==> src/rtl/bbox_pixel_scanner.sv <==
// bbox_pixel_scanner
// Rasterizer front stage: takes one triangle (three signed 24.8 vertices),
// computes its screen-clipped integer bounding box and walks it row-major,
// presenting one pixel coordinate per valid/ready transfer downstream.
module bbox_pixel_scanner #(
  parameter int          SCREEN_W = 640,
  parameter int          SCREEN_H = 480,
  parameter int unsigned X_W      = 10,
  parameter int unsigned Y_W      = 9
) (
  input  logic                CLK,
  input  logic                RESET,
  input  logic                tri_valid,
  output logic                tri_ready,
  input  logic signed [31:0]  v0_x,
  input  logic signed [31:0]  v0_y,
  input  logic signed [31:0]  v1_x,
  input  logic signed [31:0]  v1_y,
  input  logic signed [31:0]  v2_x,
  input  logic signed [31:0]  v2_y,
  output logic                pix_valid,
  input  logic                pix_ready,
  output logic [X_W-1:0]      pix_x,
  output logic [Y_W-1:0]      pix_y,
  output logic                pix_last,
  output logic                busy,
  output logic                done
);

  // Box end coordinates can equal the screen size, so they carry one extra bit.
  localparam int unsigned XB = X_W + 1;
  localparam int unsigned YB = Y_W + 1;
  localparam int unsigned CW = 32;

  typedef enum logic [1:0] {
    S_IDLE  = 2'd0,
    S_SETUP = 2'd1,
    S_SCAN  = 2'd2,
    S_DONE  = 2'd3
  } state_t;

  state_t state;

  // Latched vertex coordinates of the triangle being processed.
  logic signed [CW-1:0] vx [3];
  logic signed [CW-1:0] vy [3];

  // Registered half-open box [xs_r, xe_r) x [ys_r, ye_r).
  logic [X_W-1:0] xs_r;
  logic [XB-1:0]  xe_r;
  logic [YB-1:0]  ye_r;

  // Bounding-box arithmetic, evaluated from the latched vertices.
  logic signed [CW-1:0] min_x, max_x, min_y, max_y;
  logic signed [CW-1:0] lo_x, hi_x, lo_y, hi_y;
  logic signed [CW-1:0] sx_c, ex_c, sy_c, ey_c;
  logic                 empty_c;
  logic                 first_last_c;

  // Scan-advance values for the pixel following the presented one.
  logic [XB-1:0]  x_inc_c;
  logic           row_wrap_c;
  logic [X_W-1:0] nx_c;
  logic [Y_W-1:0] ny_c;
  logic           n_last_c;

  // Ceiling of a 24.8 value, returned as an integer pixel coordinate.
  // Clearing the fraction after adding one whole unit rounds toward +inf
  // for negative values too (e.g. -1.5 -> -1).
  function automatic logic signed [CW-1:0] ceil_to_px(input logic signed [CW-1:0] v);
    logic signed [CW-1:0] r;
    r = v + 32'sd256;
    if (v[7:0] == 8'd0) begin
      r = v;
    end else begin
      r = {r[CW-1:8], 8'd0};
    end
    return r >>> 8;
  endfunction

  // Min/max of the vertices, ceiling rounding and screen clipping.
  always_comb begin
    min_x = vx[0];
    max_x = vx[0];
    min_y = vy[0];
    max_y = vy[0];
    for (int i = 1; i < 3; i++) begin
      if (vx[i] < min_x) min_x = vx[i];
      if (vx[i] > max_x) max_x = vx[i];
      if (vy[i] < min_y) min_y = vy[i];
      if (vy[i] > max_y) max_y = vy[i];
    end
    lo_x = ceil_to_px(min_x);
    hi_x = ceil_to_px(max_x);
    lo_y = ceil_to_px(min_y);
    hi_y = ceil_to_px(max_y);
    sx_c = (lo_x < 32'sd0) ? 32'sd0 : lo_x;
    ex_c = (hi_x > SCREEN_W) ? SCREEN_W : hi_x;
    sy_c = (lo_y < 32'sd0) ? 32'sd0 : lo_y;
    ey_c = (hi_y > SCREEN_H) ? SCREEN_H : hi_y;
    empty_c      = (sx_c >= ex_c) || (sy_c >= ey_c);
    first_last_c = (sx_c == ex_c - 32'sd1) && (sy_c == ey_c - 32'sd1);
  end

  // Next pixel position in row-major order, with wrap to the next row.
  always_comb begin
    x_inc_c    = {1'b0, pix_x} + XB'(1);
    row_wrap_c = (x_inc_c >= xe_r);
    nx_c       = row_wrap_c ? xs_r : x_inc_c[X_W-1:0];
    ny_c       = row_wrap_c ? (pix_y + Y_W'(1)) : pix_y;
    n_last_c   = ({1'b0, nx_c} == (xe_r - XB'(1))) &&
                 ({1'b0, ny_c} == (ye_r - YB'(1)));
  end

  // Control FSM with registered handshake and status outputs.
  always_ff @(posedge CLK) begin
    if (RESET) begin
      state     <= S_IDLE;
      tri_ready <= 1'b1;
      pix_valid <= 1'b0;
      pix_x     <= '0;
      pix_y     <= '0;
      pix_last  <= 1'b0;
      busy      <= 1'b0;
      done      <= 1'b0;
      xs_r      <= '0;
      xe_r      <= '0;
      ye_r      <= '0;
      for (int i = 0; i < 3; i++) begin
        vx[i] <= '0;
        vy[i] <= '0;
      end
    end else begin
      case (state)
        S_IDLE: begin
          if (tri_valid && tri_ready) begin
            vx[0]     <= v0_x;
            vy[0]     <= v0_y;
            vx[1]     <= v1_x;
            vy[1]     <= v1_y;
            vx[2]     <= v2_x;
            vy[2]     <= v2_y;
            tri_ready <= 1'b0;
            busy      <= 1'b1;
            state     <= S_SETUP;
          end
        end

        S_SETUP: begin
          if (empty_c) begin
            done  <= 1'b1;
            state <= S_DONE;
          end else begin
            xs_r      <= sx_c[X_W-1:0];
            xe_r      <= ex_c[XB-1:0];
            ye_r      <= ey_c[YB-1:0];
            pix_x     <= sx_c[X_W-1:0];
            pix_y     <= sy_c[Y_W-1:0];
            pix_last  <= first_last_c;
            pix_valid <= 1'b1;
            state     <= S_SCAN;
          end
        end

        S_SCAN: begin
          if (pix_valid && pix_ready) begin
            if (pix_last) begin
              pix_valid <= 1'b0;
              pix_last  <= 1'b0;
              done      <= 1'b1;
              state     <= S_DONE;
            end else begin
              pix_x    <= nx_c;
              pix_y    <= ny_c;
              pix_last <= n_last_c;
            end
          end
        end

        S_DONE: begin
          done      <= 1'b0;
          busy      <= 1'b0;
          tri_ready <= 1'b1;
          state     <= S_IDLE;
        end

        default: begin
          state     <= S_IDLE;
          tri_ready <= 1'b1;
          pix_valid <= 1'b0;
          busy      <= 1'b0;
          done      <= 1'b0;
        end
      endcase
    end
  end

endmodule

==> config.mk <==
export PLATFORM = sky130hd
export DESIGN_NAME = bbox_pixel_scanner
export DESIGN_NICKNAME = d
export VERILOG_FILES = /design/src/rtl/bbox_pixel_scanner.sv
export SDC_FILE = /design/constraint.sdc
export NUM_CORES = 1
export LEC_CHECK = 0
export ABC_AREA = 1
export CAP_MARGIN = 25
export CORE_ASPECT_RATIO = 1.5
export CORE_MARGIN = 2
export CORE_UTILIZATION = 50
export CTS_BUF_LIST = sky130_fd_sc_hd__clkbuf_16
export CTS_CLUSTER_SIZE = 30
export DETAILED_ROUTE_END_ITERATION = 10
export GPL_TIMING_DRIVEN = 1
export PLACE_DENSITY = 0.7
export REMOVE_ABC_BUFFERS = 1
export SLEW_MARGIN = 25
export SYNTH_ARGS = -nofsm -noshare
export SYNTH_HDL_FRONTEND = slang
export SYNTH_SLANG_ARGS = --single-unit
==> constraint.sdc <==
create_clock -name CLK -period 11.9 [get_ports CLK]
set_input_delay 1.19 -clock CLK [delete_from_list [all_inputs] [get_ports CLK]]
set_output_delay 1.19 -clock CLK [all_outputs]
set_load 0.005 [all_outputs]
---- Word-level counts from Yosys, hierarchy flattened ----
Memories as Yosys holds them, arrays and structs flattened.
Index checks and enable logic that the tools add are counted.
cells by class
  $add $sub $neg .......................... 10
  magnitude comparators ................... 15
  equal/unequal tests ..................... 13
  mux-type cells .......................... 59
  bitwise gates (word level) .............. 7
  reduce and logical (&&, ||, !) cells .... 20
operator list
  kind                                                  count
  2-to-1 mux 32 bit                                     22
  adder 32 x 10 -> 32 bit, second input constant        4
  > comparator 32 bit                                   4
  < comparator 32 bit                                   4
  equality test 32 bit                                  2
  greater-or-equal comparator 32 bit                    2
  subtractor 32 x 2 -> 32 bit, second input constant    2
  < comparator 24 x 1 -> 1 bit, second input constant   2
  2-to-1 mux 10 bit                                     4
  2-to-1 mux 9 bit                                      4
  zero test 8 bit                                       4
  > comparator 24 x 10 -> 1 bit, second input constant  1
  > comparator 24 x 11 -> 1 bit, second input constant  1
  one-hot mux 10 bit (2 select lines)                   1
  2-to-1 mux 1 bit                                      18
  one-hot mux 9 bit (2 select lines)                    1
  != test 2 bit, second input constant                  6
  AND reduction 4 bit                                   3
  adder 10 x 1 -> 11 bit, second input constant         1
  equality test 10 x 11 -> 1 bit                        1
  greater-or-equal comparator 11 bit                    1
  subtractor 11 x 1 -> 11 bit, second input constant    1
  equality test 9 x 10 -> 1 bit                         1
  subtractor 10 x 1 -> 10 bit, second input constant    1
  other kinds (16)                                      33
storage, ports and cells
  register bits ........................... 57
  memory bits (writable) .................. 192
  bits of input ports ..................... 196
  memories kept ........................... 2
memory list
  name  depth  width  rd ports  clocked after memory_dff  wr ports  RTL line  source
  vx    3      32     3         0                         3         45        logic signed [CW-1:0] vx [3];
  vy    3      32     3         0                         3         46        logic signed [CW-1:0] vy [3];

---- Longest topological paths before layout ----
An unclocked memory read counts as a cell.
  depth after elaboration ................. 14
  mapped depth ............................ 79
  gate-level depth less buffers ........... 74

---- Worst setup path before layout ----
Ideal clock, no wire load.
  kind .................................... register to register
  from .................................... memory vy[1][31], in the netlist vy[0][63]
  to ...................................... register pix_y[2]
  library setup time ...................... 0.070 ns
  data arrival time ....................... 8.205 ns
  slack ................................... 3.625 ns
  stages on the path, launching flop included .. 71
  buffers on the path ..................... 6
  period minus slack after synthesis ...... 8.275 ns
  path through ............................ edfxtp_1 > ha_1 > a21oi_1 > o21a_1 > nand2_1 > a21oi_2 > nand2_2 > nand2_4 > nand3_4 > buf_6 > buf_6 > nand2_1 > o21ai_0 > ha_1 > nand2_1 > nor2_1 > nand4_1 > inv_1 > (+35 left out) > a21oi_1 > nor2_1 > o21ai_0 > o2111ai_1 > nand4_1 > o211ai_1 > nand3_1 > nand2_1 > a211oi_1 > nand4_1 > nand2_1 > o21ai_0 > nor2_1 > nand2_1 > clkbuf_1 > a21oi_1 > o21ai_0 > a21oi_1
RTL lines
  item                  RTL line  source
  start, declared       46
  end signal, assigned  158       pix_y <= sy_c[Y_W-1:0];
  end signal, assigned  174       pix_y <= ny_c;
  end, declared         24        output logic [Y_W-1:0] pix_y,

==> run_results.csv <==
group,metric,value,unit
drt,antenna_violating_nets_post_route,0,
drt,firstDrtPassIters,6,
grt,grtUsageTotal,29.7,%
final_layout,drive_gt1_share,6.05,%
grt,grt_overflow_total,0,
drt,drtIter0Drc,1921,
worst_setup_path,worst_path_most_repeated_cell,"nand2_1",
final_layout,nFillCells,5306,
logic_synthesis,synthCells,4170,
clock_network,cts_sinks,249,
logic_synthesis,synthFlopType,"edfxtp_1",
clock_network,numCtsBuffers,27,
worst_setup_path,cp-end-kind,"flip-flop",
floorplan,fp.dieArea,0.0557,sq mm
timing,finalClockSkew,35.3,ps
final_layout,nNetsFinal,4780,
final_layout,multi_input_area,0.0167,sq mm
clock_network,cts_max_level,1,
logic_synthesis,synth.yosys.seq_area_share,25.7,%
floorplan,rows,104,
logic_synthesis,syn-cell-area,0.0269,sq mm
grt,grt_start_max_net_pins,86,
logic_synthesis,synth-async-reset-ratio,0,%
floorplan,start_util,50.3,%
floorplan,dieWidth,193,um
logic_synthesis,synth_cell_types,59,
clock_network,cts_tree,"yes",
logic_synthesis,yosysWarnings,0,
worst_setup_path,arrival,11140,ps
drt,drc_errors,0,
final_layout,area_delta_synth_final,12.9,%
clock_network,cts.clk_slew.worst_paths,60,ps
job,maxCapViolCount,0,
drt,via_per_inst,5.34,
clock_network,cts_hold_buf,0,
drt,vias,26900,
grt,grt_pass1_vias,25500,
timing,hold_violations,0,
logic_synthesis,synth_edf_count,192,
place,place_hpwl,68800,um
grt,grt_pass1_wl,133000,um
grt,antenna_found_initial,0,
floorplan,coreArea,0.0535,sq mm
worst_setup_path,critPathRequiredTime,12400,ps
timing,relSlewSlack,32.6,%
floorplan,die_h,288,um
min_path,hold_class,"flip-flop to flip-flop",
timing,tightest_slew,1010,ps
final_layout,n_antenna_cell,0,
worst_setup_path,start_kind,"flip-flop",
timing,rsz0062_at_grt,"no",
worst_setup_path,slowest_stage,"inv_1",
logic_synthesis,syn_avg_cell_area,6.45,sq um
worst_setup_path,crit_family,"simple AND/OR/NAND/NOR gates",
worst_setup_path,path_class,"flip-flop to flip-flop",
status,outcome,"complete, no violations",
clock_network,cts_root_buffer,"clkbuf_16",
final_layout,seq_area,0.00691,sq mm
drt,wl,84300,um
floorplan,ios,220,
place,place_congestion,1.01,
timing,max_freq,94.0,MHz
drt,wl_per_cell,16.8,um
logic_synthesis,ys_ff_latch,249,
clock_network,clock_latency,600,ps
timing,setup_viol_count_final,0,
timing,finalMaxSlewViolations,0,
place,port_buffers,219,
worst_setup_path,path_buf_inv,8,
worst_setup_path,crit_path_max_incr_delay,560,ps
worst_setup_path,path_max_fanout,36,
clock_network,cts_buffer_depth,3,
timing,final.setup.tns,0,ps
timing,post-route-period-util,89.4,%
timing,period_needed,10640,ps
[metal layers]
layer	GRT usage (%)	share of wire, %	up-vias
li1	-	-	13700
met1	35.6	41	12000
met2	52.6	48	963
met3	2.80	5.3	246
met4	15.8	5.7	0
met5	0	0	-
[sequential cells by signal, summed over array words and instances, names as in the netlist]
register,cells
busy,1
done,1
pix_last,1
pix_valid,1
pix_x,10
pix_y,9
state,2
tri_ready,1
vx,96
vy,96
xe_r,11
xs_r,10
ye_r,10
[synthesized netlist by cell type (4+ instances only)]
master	count	area share, %
a21oi_2	5	0.16
o21ai_0	183	3.4
xnor2_1	13	0.42
dfxtp_1	57	4.2
or2_2	7	0.16
nand2_4	8	0.33
buf_2	22	0.41
a221oi_1	10	0.33
xor2_1	68	2.2
a21oi_1	177	3.3
ha_1	260	12
o22ai_1	4	0.093
nand2_2	58	1.3
o21a_1	9	0.25
a211oi_1	9	0.25
o21bai_1	9	0.25
and2_1	5	0.12
o21ai_1	22	0.41
buf_6	20	0.84
o41ai_1	6	0.20
nand2_1	1212	17
nand3_2	19	0.71
a21o_1	5	0.14
nor2_2	41	0.95
edfxtp_1	192	21
inv_1	687	9.6
nor4_1	10	0.23
nor2_1	467	6.5
buf_4	17	0.47
nand4_1	87	2.0
nor2_4	14	0.59
o21ai_2	5	0.16
nand3_1	295	5.5
nor3_1	28	0.52
nand3b_1	28	0.78
nand3_4	5	0.33
inv_2	16	0.22
clkbuf_1	53	0.74
[worst paths after layout]
kind | startpoint | to | slack, ps | cells past startpoint
worst max-delay path | vy[0][57] | pix_y[6] | 1260 | 61
worst min-delay path | ye_r[9] | ye_r[9] | 470 | 2
worst max register to register | vy[0][57] | pix_y[6] | 1260 | 61
worst min register to register | ye_r[9] | ye_r[9] | 470 | 2
[worst min-delay path: cells and delay by family (launching register included)]
family / cells / cell delay (ps)
buf+inv: 1 / 70
flops: 1 / 300
simple gates: 1 / 50
[cells in the final DEF, fill, tap and decap left out, types with 57 or more instances in the layout]
cell type / Yosys / final
clkdlybuf4s50_1: 0 / 219
nor2_1: 467 / 466
xor2_1: 68 / 68
nand4_1: 87 / 87
a21oi_1: 177 / 177
dfxtp_1: 57 / 57
nand2_2: 58 / 59
o21ai_0: 183 / 183
nand3_1: 295 / 294
nand2_1: 1212 / 1209
ha_1: 260 / 260
edfxtp_1: 192 / 192
inv_1: 687 / 689
[final cells by class]
cell class	count	share of cell area, %
multi-input combinational	3102	55.0
sequential	249	22.7
inverter	705	8.71
timing repair buffer	239	7.71
tap	689	2.84
clock buffer	27	2.22
clock inverter	22	0.775
[cell families after synthesis]
group / synth area share [%]
AO/OA/AOI/OAI: 9.55
XOR/XNOR: 2.88
adder cells (fa/ha/maj): 12.1
buffers and inverters: 12.3
flip-flops: 25.7
AND/OR/NAND/NOR: 37.5
[through the flow]
stage	utilization, %	setup slack, ps	hold slack [ps]	std cells	area [sq um]
final	56.8	1260	469	5033	30400
after floorplan	-	1720	442	4056	26200
after CTS	56.8	1060	469	5033	30400
after detailed placement	55.1	1130	460	4984	29400
after global routing	56.8	32.0	515	5033	30400
after global placement	55.1	1230	457	4984	29400
[what timing repair did]
action | 4_1_cts | 5_1_grt
gates resized for setup | 0 | 2
setup endpoints to repair | 0 | 22
hold endpoints to repair | 0 | 0
buffers inserted | 0 | 0
Power is left out: the tool's default activity adds up to more than one toggle a clock period on the data nets, which glitch-free logic cannot reach.
